==> config.mk <==
export PLATFORM = sky130hd
export DESIGN_NAME = mmio_csr_bank
export DESIGN_NICKNAME = d
export VERILOG_FILES = /design/src/rtl/mmio_csr_pkg.sv /design/src/rtl/mmio_csr_bank_if.sv /design/src/rtl/mmio_rd_pipe.sv /design/src/rtl/mmio_csr_bank.sv
export SDC_FILE = /design/constraint.sdc
export NUM_CORES = 2
export LEC_CHECK = 0
export CORE_AREA = 2 2 566 568
export DETAILED_ROUTE_END_ITERATION = 8
export DIE_AREA = 0 0 568 570
export PLACE_DENSITY = 0.35
export SLEW_MARGIN = 20
export SYNTH_ARGS = -nofsm -noshare
export SYNTH_HDL_FRONTEND = slang
export SYNTH_SLANG_ARGS = --single-unit
export TNS_END_PERCENT = 5
==> constraint.sdc <==
create_clock -name clk -period 5.3 [get_ports clk]
set_input_delay 1.06 -clock clk [delete_from_list [all_inputs] [get_ports clk]]
set_output_delay 1.06 -clock clk [all_outputs]
set_load 0.02 [all_outputs]
==> src/rtl/mmio_csr_pkg.sv <==
// Shared CCI-P MMIO types and CSR bank constants.
package mmio_csr_pkg;

    localparam int RD_LAT_MIN   = 1;
    localparam int RD_LAT_MAX   = 4;
    localparam int NUM_REGS_MIN = 2;
    localparam int NUM_REGS_MAX = 1024;

    typedef logic [1:0] t_mmio_len;
    localparam t_mmio_len MMIO_LEN_4B = 2'd0;
    localparam t_mmio_len MMIO_LEN_8B = 2'd1;

    typedef logic [8:0]  t_ccip_tid;
    typedef logic [15:0] t_ccip_mmioAddr;

    typedef struct packed {
        t_ccip_mmioAddr address;
        t_mmio_len      length;
        logic           rsvd;
        t_ccip_tid      tid;
    } t_ccip_c0_ReqMmioHdr;

    typedef struct packed {
        t_ccip_tid tid;
    } t_ccip_c2_RspMmioHdr;

    typedef struct packed {
        t_ccip_c0_ReqMmioHdr hdr;
        logic [63:0]         data;
        logic                mmioRdValid;
        logic                mmioWrValid;
    } t_if_ccip_c0_Rx;

    typedef struct packed {
        t_if_ccip_c0_Rx c0;
        logic           c0TxAlmFull;
        logic           c1TxAlmFull;
    } t_if_ccip_Rx;

    typedef struct packed {
        logic [63:0] hdr;
        logic        valid;
    } t_if_ccip_c0_Tx;

    typedef struct packed {
        logic [63:0] hdr;
        logic [63:0] data;
        logic        valid;
    } t_if_ccip_c1_Tx;

    typedef struct packed {
        t_ccip_c2_RspMmioHdr hdr;
        logic                mmioRdValid;
        logic [63:0]         data;
    } t_if_ccip_c2_Tx;

    typedef struct packed {
        t_if_ccip_c0_Tx c0;
        t_if_ccip_c1_Tx c1;
        t_if_ccip_c2_Tx c2;
    } t_if_ccip_Tx;

    // Bits of a 64-bit register touched by an access of the given size/half.
    function automatic logic [63:0] lane_mask(input logic is_8b, input logic upper);
        if (is_8b)
            return '1;
        return upper ? {32'hFFFF_FFFF, 32'h0} : {32'h0, 32'hFFFF_FFFF};
    endfunction

endpackage

==> src/rtl/mmio_csr_bank_if.sv <==
// Read request/response bundle between the CSR decode and the response delay line.
interface mmio_csr_bank_if;
    import mmio_csr_pkg::*;

    logic        rd_vld;
    t_ccip_tid   rd_tid;
    logic [63:0] rd_dat;

    modport master (output rd_vld, rd_tid, rd_dat);
    modport slave  (input  rd_vld, rd_tid, rd_dat);
endinterface

==> src/rtl/mmio_rd_pipe.sv <==
// Purpose: fixed-length delay line for MMIO read responses (valid, tid, data).
// Latency: exactly RD_LATENCY cycles from req to rsp.
// Backpressure: none; accepts one request per cycle, order preserved.
module mmio_rd_pipe
    import mmio_csr_pkg::*;
#(
    parameter int RD_LATENCY = 2
) (
    input  logic             clk,
    input  logic             rst_n,
    mmio_csr_bank_if.slave   req,
    mmio_csr_bank_if.master  rsp
);

    if (RD_LATENCY < RD_LAT_MIN || RD_LATENCY > RD_LAT_MAX) begin : g_bad_lat
        $error("mmio_rd_pipe: RD_LATENCY must be within 1..4");
    end

    logic [RD_LATENCY-1:0] vld_q;
    t_ccip_tid             tid_q [RD_LATENCY];
    logic [63:0]           dat_q [RD_LATENCY];

    // Reset flushes everything in flight so no stale response follows release.
    always_ff @(posedge clk or negedge rst_n) begin
        if (!rst_n) begin
            vld_q <= '0;
            for (int s = 0; s < RD_LATENCY; s++) begin
                tid_q[s] <= '0;
                dat_q[s] <= '0;
            end
        end else begin
            vld_q[0] <= req.rd_vld;
            tid_q[0] <= req.rd_tid;
            dat_q[0] <= req.rd_dat;
            for (int s = 1; s < RD_LATENCY; s++) begin
                vld_q[s] <= vld_q[s-1];
                tid_q[s] <= tid_q[s-1];
                dat_q[s] <= dat_q[s-1];
            end
        end
    end

    assign rsp.rd_vld = vld_q[RD_LATENCY-1];
    assign rsp.rd_tid = tid_q[RD_LATENCY-1];
    assign rsp.rd_dat = dat_q[RD_LATENCY-1];

endmodule

==> src/rtl/mmio_csr_bank.sv <==
// Purpose: bank of 64-bit CSRs, host-accessible over CCI-P MMIO, AFU-updatable on ~WR_MASK bits.
// Latency: reads answered on c2 exactly RD_LATENCY cycles after the request; writes land next edge.
// Backpressure: none; one MMIO request per cycle, every read gets a response.
module mmio_csr_bank
    import mmio_csr_pkg::*;
#(
    parameter int                          NUM_REGS   = 16,
    parameter int                          RD_LATENCY = 2,
    parameter logic [NUM_REGS-1:0][63:0]   REG_INIT   = '0,
    parameter logic [NUM_REGS-1:0][63:0]   WR_MASK    = '1
) (
    input  logic                          clk,
    input  logic                          rst_n,
    input  t_if_ccip_Rx                   cp2af_sRxPort,
    output t_if_ccip_Tx                   af2cp_sTxPort,
    input  logic                          hw_wr_en,
    input  logic [$clog2(NUM_REGS)-1:0]   hw_wr_idx,
    input  logic [63:0]                   hw_wr_data,
    output logic [NUM_REGS*64-1:0]        csr_q,
    output logic [15:0]                   err_cnt
);

    localparam int IDX_W = $clog2(NUM_REGS);

    if (NUM_REGS < NUM_REGS_MIN || NUM_REGS > NUM_REGS_MAX) begin : g_bad_regs
        $error("mmio_csr_bank: NUM_REGS must be within 2..1024");
    end

    t_if_ccip_c0_Rx              c0;
    logic [14:0]                 host_idx;
    logic                        addr_odd, is_8b, idx_ok, req_ok;
    logic                        host_wr_ok, hw_ok, req_err;
    logic [63:0]                 host_lane, host_wdat, sel_reg, rd_dat;
    logic [NUM_REGS-1:0][63:0]   regs;
    logic                        unused_rx;

    assign c0        = cp2af_sRxPort.c0;
    assign host_idx  = c0.hdr.address[15:1];
    assign addr_odd  = c0.hdr.address[0];
    assign is_8b     = (c0.hdr.length == MMIO_LEN_8B);
    assign idx_ok    = (32'(host_idx) < NUM_REGS);
    assign req_ok    = idx_ok && !(is_8b && addr_odd);
    assign host_wr_ok = c0.mmioWrValid && req_ok;
    assign req_err   = (c0.mmioWrValid || c0.mmioRdValid) && !req_ok;
    assign hw_ok     = hw_wr_en && (32'(hw_wr_idx) < NUM_REGS);
    assign unused_rx = ^{c0.hdr.rsvd, cp2af_sRxPort.c0TxAlmFull, cp2af_sRxPort.c1TxAlmFull};

    // A 4B write replicates its dword so either half can be selected by the lane mask.
    assign host_lane = lane_mask(is_8b, addr_odd);
    assign host_wdat = is_8b ? c0.data : {2{c0.data[31:0]}};

    // Host and AFU masks are disjoint, so same-cycle writes to one register merge cleanly.
    for (genvar i = 0; i < NUM_REGS; i++) begin : g_reg
        logic [63:0] host_m, hw_m, q;

        assign host_m = (host_wr_ok && host_idx == 15'(i)) ? (WR_MASK[i] & host_lane) : '0;
        assign hw_m   = (hw_ok && hw_wr_idx == IDX_W'(i)) ? ~WR_MASK[i] : '0;

        always_ff @(posedge clk or negedge rst_n) begin
            if (!rst_n)
                q <= REG_INIT[i];
            else
                q <= (q & ~(host_m | hw_m)) | (host_wdat & host_m) | (hw_wr_data & hw_m);
        end

        assign regs[i] = q;
    end

    assign csr_q = regs;

    // Read data is taken from the current register state, before this cycle's writes land.
    assign sel_reg = regs[host_idx[IDX_W-1:0]];

    always_comb begin
        rd_dat = '0;
        if (req_ok)
            rd_dat = is_8b ? sel_reg : {32'h0, (addr_odd ? sel_reg[63:32] : sel_reg[31:0])};
    end

    always_ff @(posedge clk or negedge rst_n) begin
        if (!rst_n)
            err_cnt <= '0;
        else if (req_err && err_cnt != 16'hFFFF)
            err_cnt <= err_cnt + 16'd1;
    end

    mmio_csr_bank_if rd_req ();
    mmio_csr_bank_if rd_rsp ();

    assign rd_req.rd_vld = c0.mmioRdValid;
    assign rd_req.rd_tid = c0.hdr.tid;
    assign rd_req.rd_dat = rd_dat;

    mmio_rd_pipe #(
        .RD_LATENCY (RD_LATENCY)
    ) u_rd_pipe (
        .clk   (clk),
        .rst_n (rst_n),
        .req   (rd_req),
        .rsp   (rd_rsp)
    );

    always_comb begin
        af2cp_sTxPort                = '0;
        af2cp_sTxPort.c2.mmioRdValid = rd_rsp.rd_vld;
        af2cp_sTxPort.c2.hdr.tid     = rd_rsp.rd_tid;
        af2cp_sTxPort.c2.data        = rd_rsp.rd_dat;
    end

endmodule
* After elaboration in Yosys (flattened, before gate mapping)
Cells that the tools add are included.
Widths: inputs -> output; s select.
** Storage, ports and cells
- Word-level logic and storage cells :: 157
- Bits in registers :: 1188
- Output and inout port bits :: 1308
** Operators by class
- Order comparisons :: 2
- Bitwise operators :: 64
- Equality and inequality tests :: 17
- Multiplexer cells :: 26
- Add/subtract/negate cells :: 1
- Reduce and logical (&&, ||, !) cells :: 25
** Operators with widths (count)
- $and 64x64->64 :: 32
- $mux 64 :: 23
- $not 64->64 :: 16
- $or 64x64->64 :: 16
- $bmux 64 s4 :: 1
- $eq 15x4->1 const B :: 8
- $eq 15x3->1 const B :: 4
- $mux 32 :: 1
- $eq 15x2->1 const B :: 2
- $logic_and 1x1->1 :: 21
- $add 16x1->16 const B :: 1
- $ne 16x16->1 const B :: 1
- $eq 15x1->1 const B :: 1
- $logic_not 15->1 :: 1
- $lt 15x5->1 const B :: 1
- $lt 4x5->1 const B :: 1
- $eq 2x1->1 const B :: 1
- $logic_not 1->1 :: 2
- $logic_or 1x1->1 :: 1
- $mux 1 :: 1

* Longest topological paths before layout
- Depth in word-level cells :: 10
- Gate-level depth with buffers :: 8
- Depth with buffers taken out :: 5

* Hierarchy
Synthesis repeated with hierarchy kept, for this count alone.
** Unflattened totals
- Cells, all modules :: 3464
- Area, all modules :: 53796.6 um2
** Modules (own cells, without submodules)
- mmio_csr_bank :: cells each 3243, sequential area each 26025.0 um2, instances 1, area each 49545.0 um2
- mmio_rd_pipe :: cells each 221, sequential area each 3703.6 um2, instances 1, area each 4251.6 um2

* Worst setup path after synthesis
OpenSTA, ideal clock, no wires.
- Path kind :: input port to flip-flop
- From :: input port cp2af_sRxPort[93] (netlist name)
- To :: register with a tool-made name
- Arrival time :: 2.799 ns
- Setup slack :: 2.377 ns
- Cell stages on the path :: 6
- Buffers on the path :: 2
- Cell sequence :: nor3_1 -> nand3_1 -> buf_2 -> nor3_2 -> buf_2 -> mux2_2
** RTL lines
- from (decl) :: RTL line mmio_csr_bank.sv:14 : input t_if_ccip_Rx cp2af_sRxPort,

==> impl_metrics.toml <==
[outcome]
status = "completed"

[finish]
nFillCells = 33500
final_area_um2 = 77000
drive_above_1_share = 0.277
mostFrequentLayoutCell = "clkdlybuf4s50_1"
fin_nets = 5381
final_cell_mix = "1,204 x clkdlybuf4s50_1, 1,188 x dfrtp_1, 987 x mux2_2"
synthToLayoutAreaGrowth_pct = 40.9
finalCoreUtilization = 0.243

[routing]
dr.pass1.iters = 5
drtIter0Drc = 2316
ant_nets = 0
drc = 0
routedWlPerCell_um = 33.7
via_per_inst = 4.16
wirelength_um = 321000
via_count = 39600

[yosys]
async_flop_share = 1.00
synth_top_flop_cell = "dfrtp_1"
synthCells = 4069
ys_types = 41
synth-seq-area-share = 0.544
syn_area_per_cell_um2 = 13.4
syn-cell-area_um2 = 54700
synth_edf_count = 0
ys_ff_latch = 1188
synth_warnings = 0

[timing]
hold_slack_ns = 0.252
hold_violations = 0
max_freq_mhz = 282
tightest_slew_ns = 1.13
finalCriticalPeriod_ns = 3.55
fin_crit_sh = 0.670
clock_skew_ns = 0.0371
setup_viol = 0
slew_headroom = 0.245
tns_ns = 0
finalMaxSlewViolations = 0
rsz0062_at_grt = "false"

[clock_tree]
h-tree-depth = 4
post_cts_buffers = 0
cts_root_buf = "clkbuf_16"
cts_sinks = 1188
numCtsBuffers = 166
cts_tree = "yes"
cts_hold_buf = 0
ctsResizeCount = 0
worstSkewPairLatency_ns = 0.82
cts.clk_slew.worst_paths_ns = 0.06
cts_buffer_depth = 4

[die]
placeableCoreArea_um2 = 317000
io_pins = 1475
die_h_um = 570
die_area_um2 = 324000
rows = 207
start_util = 0.172
dieWidth_um = 568

[power]
p_leak_nw = 35.0
vdd_drop_max_v = 0.000259
p_per_area_nw_per_um2 = 289

[worst_setup_path]
arrival_ns = 4.22
crit_type = "input pin to register"
cp_max_fo = 17
start_kind = "input pin"
r2r_start = "err_cnt[0]"
crit_start = "cp2af_sRxPort[93]"
worstSetupEndpointType = "register"
critPathRequiredTime_ns = 5.97

[grt]
grt_pass1_vias = 41100
antenna_found_initial = 42
grt_pass1_wl_um = 419000
grt_usage = 0.192
grt_max_degree = 153
gr-total-overflow = 0

[place]
place_area_um2 = 71600
io_buffer_count = 1208
dp_hpwl_um = 239000
gp_congestion = 0.819

[job]
drv_cap = 0

[worst_hold_path]
hp-class = "input pin to async pin"
[cells in the mapped netlist (all sizes together), types with 16 or more instances]
library cell,n,share of area
a211oi,32,0.0071
clkbuf,183,0.013
nand3,77,0.0071
buf,411,0.050
a21oi,32,0.0029
a22oi,255,0.035
nor4,16,0.0025
dfrtp,1188,0.54
nand2,137,0.0094
mux2,1028,0.21
nand4,115,0.013
mux2i,510,0.093
nor3,27,0.0039
[layer usage]
layer | part of all wire | wire (um) | GRT usage | vias to the layer above
met5 | 0.00013 | 42 | 0 | -
met1 | 0.43 | 137000 | 0.243 | 21100
met3 | 0.079 | 25300 | 0.0594 | 300
li1 | - | - | - | 16700
met2 | 0.47 | 150000 | 0.315 | 1491
met4 | 0.026 | 8230 | 0.0487 | 6
[cell type report]
cell class	count	area, um2	share of cell area
multi-input cells	2479	22600	0.293
inverters	1	3.75	0.0000488
repair buffers	1377	14100	0.183
clock buffers	259	4930	0.0640
clock inverters	33	422	0.00548
well taps	4180	5230	0.0679
diodes	13	32.5	0.000423
flip-flops and latches	1188	29700	0.386
[final timing paths]
path                                                end  slack, ns  cells past startpoint
worst max-delay path                           register       1.75                      7
worst min-delay path                          async pin       0.25                      1
worst max register to register               err_cnt[1]       3.12                      5
worst min register to register  u_rd_pipe.rsp.rd_tid[1]       0.34                      0
max in group asynchronous       u_rd_pipe.rsp.rd_tid[0]       3.53                      2
min in group clk                u_rd_pipe.rsp.rd_tid[1]       0.34                      0
[metrics by stage]
step / worst slack (ns) / power [mW] / std cells
floorplan: 2.38 / 10.2 / 4262
global placement: 0.668 / 11.1 / 9223
detailed placement: 0.676 / 11.1 / 9225
CTS: 1.59 / 22.7 / 9517
global route: 1.71 / 23.1 / 9519
finish: 1.75 / 22.2 / 9530
[worst max-delay path, stage by stage]
cell	delay (ns)
clkdlybuf4s50_1	0.42
nor3_1	0.76
nand3_1	0.15
buf_4	0.29
nor3_4	0.85
buf_12	0.26
mux2_2	0.35
[power breakdown]
group          total [mW]  leakage [nW]  internal (mW)  switching [mW]
logic                1.74          15.8          0.453            1.29
registers            9.21          16.5           9.13          0.0788
clock network        11.3          2.61           6.67            4.60
[kinds of logic (layout without fill, tap and decap cells)]
| family | count (synthesis) | in the layout | synth area share |
|---|---|---|---|
| and+or+nand+nor | 411 | 411 | 0.0406 |
| AOI/OAI and AO/OA | 321 | 321 | 0.0453 |
| other | 1 | 207 | 0.0000686 |
| muxes | 1539 | 1539 | 0.306 |
| buffers and inverters | 595 | 1670 | 0.0622 |
| DFF | 1188 | 1188 | 0.544 |
| xor gates and xnor gates | 13 | 13 | 0.00208 |
| adders and majority gates | 1 | 1 | 0.000229 |
(Power assumes the default switching activity.)
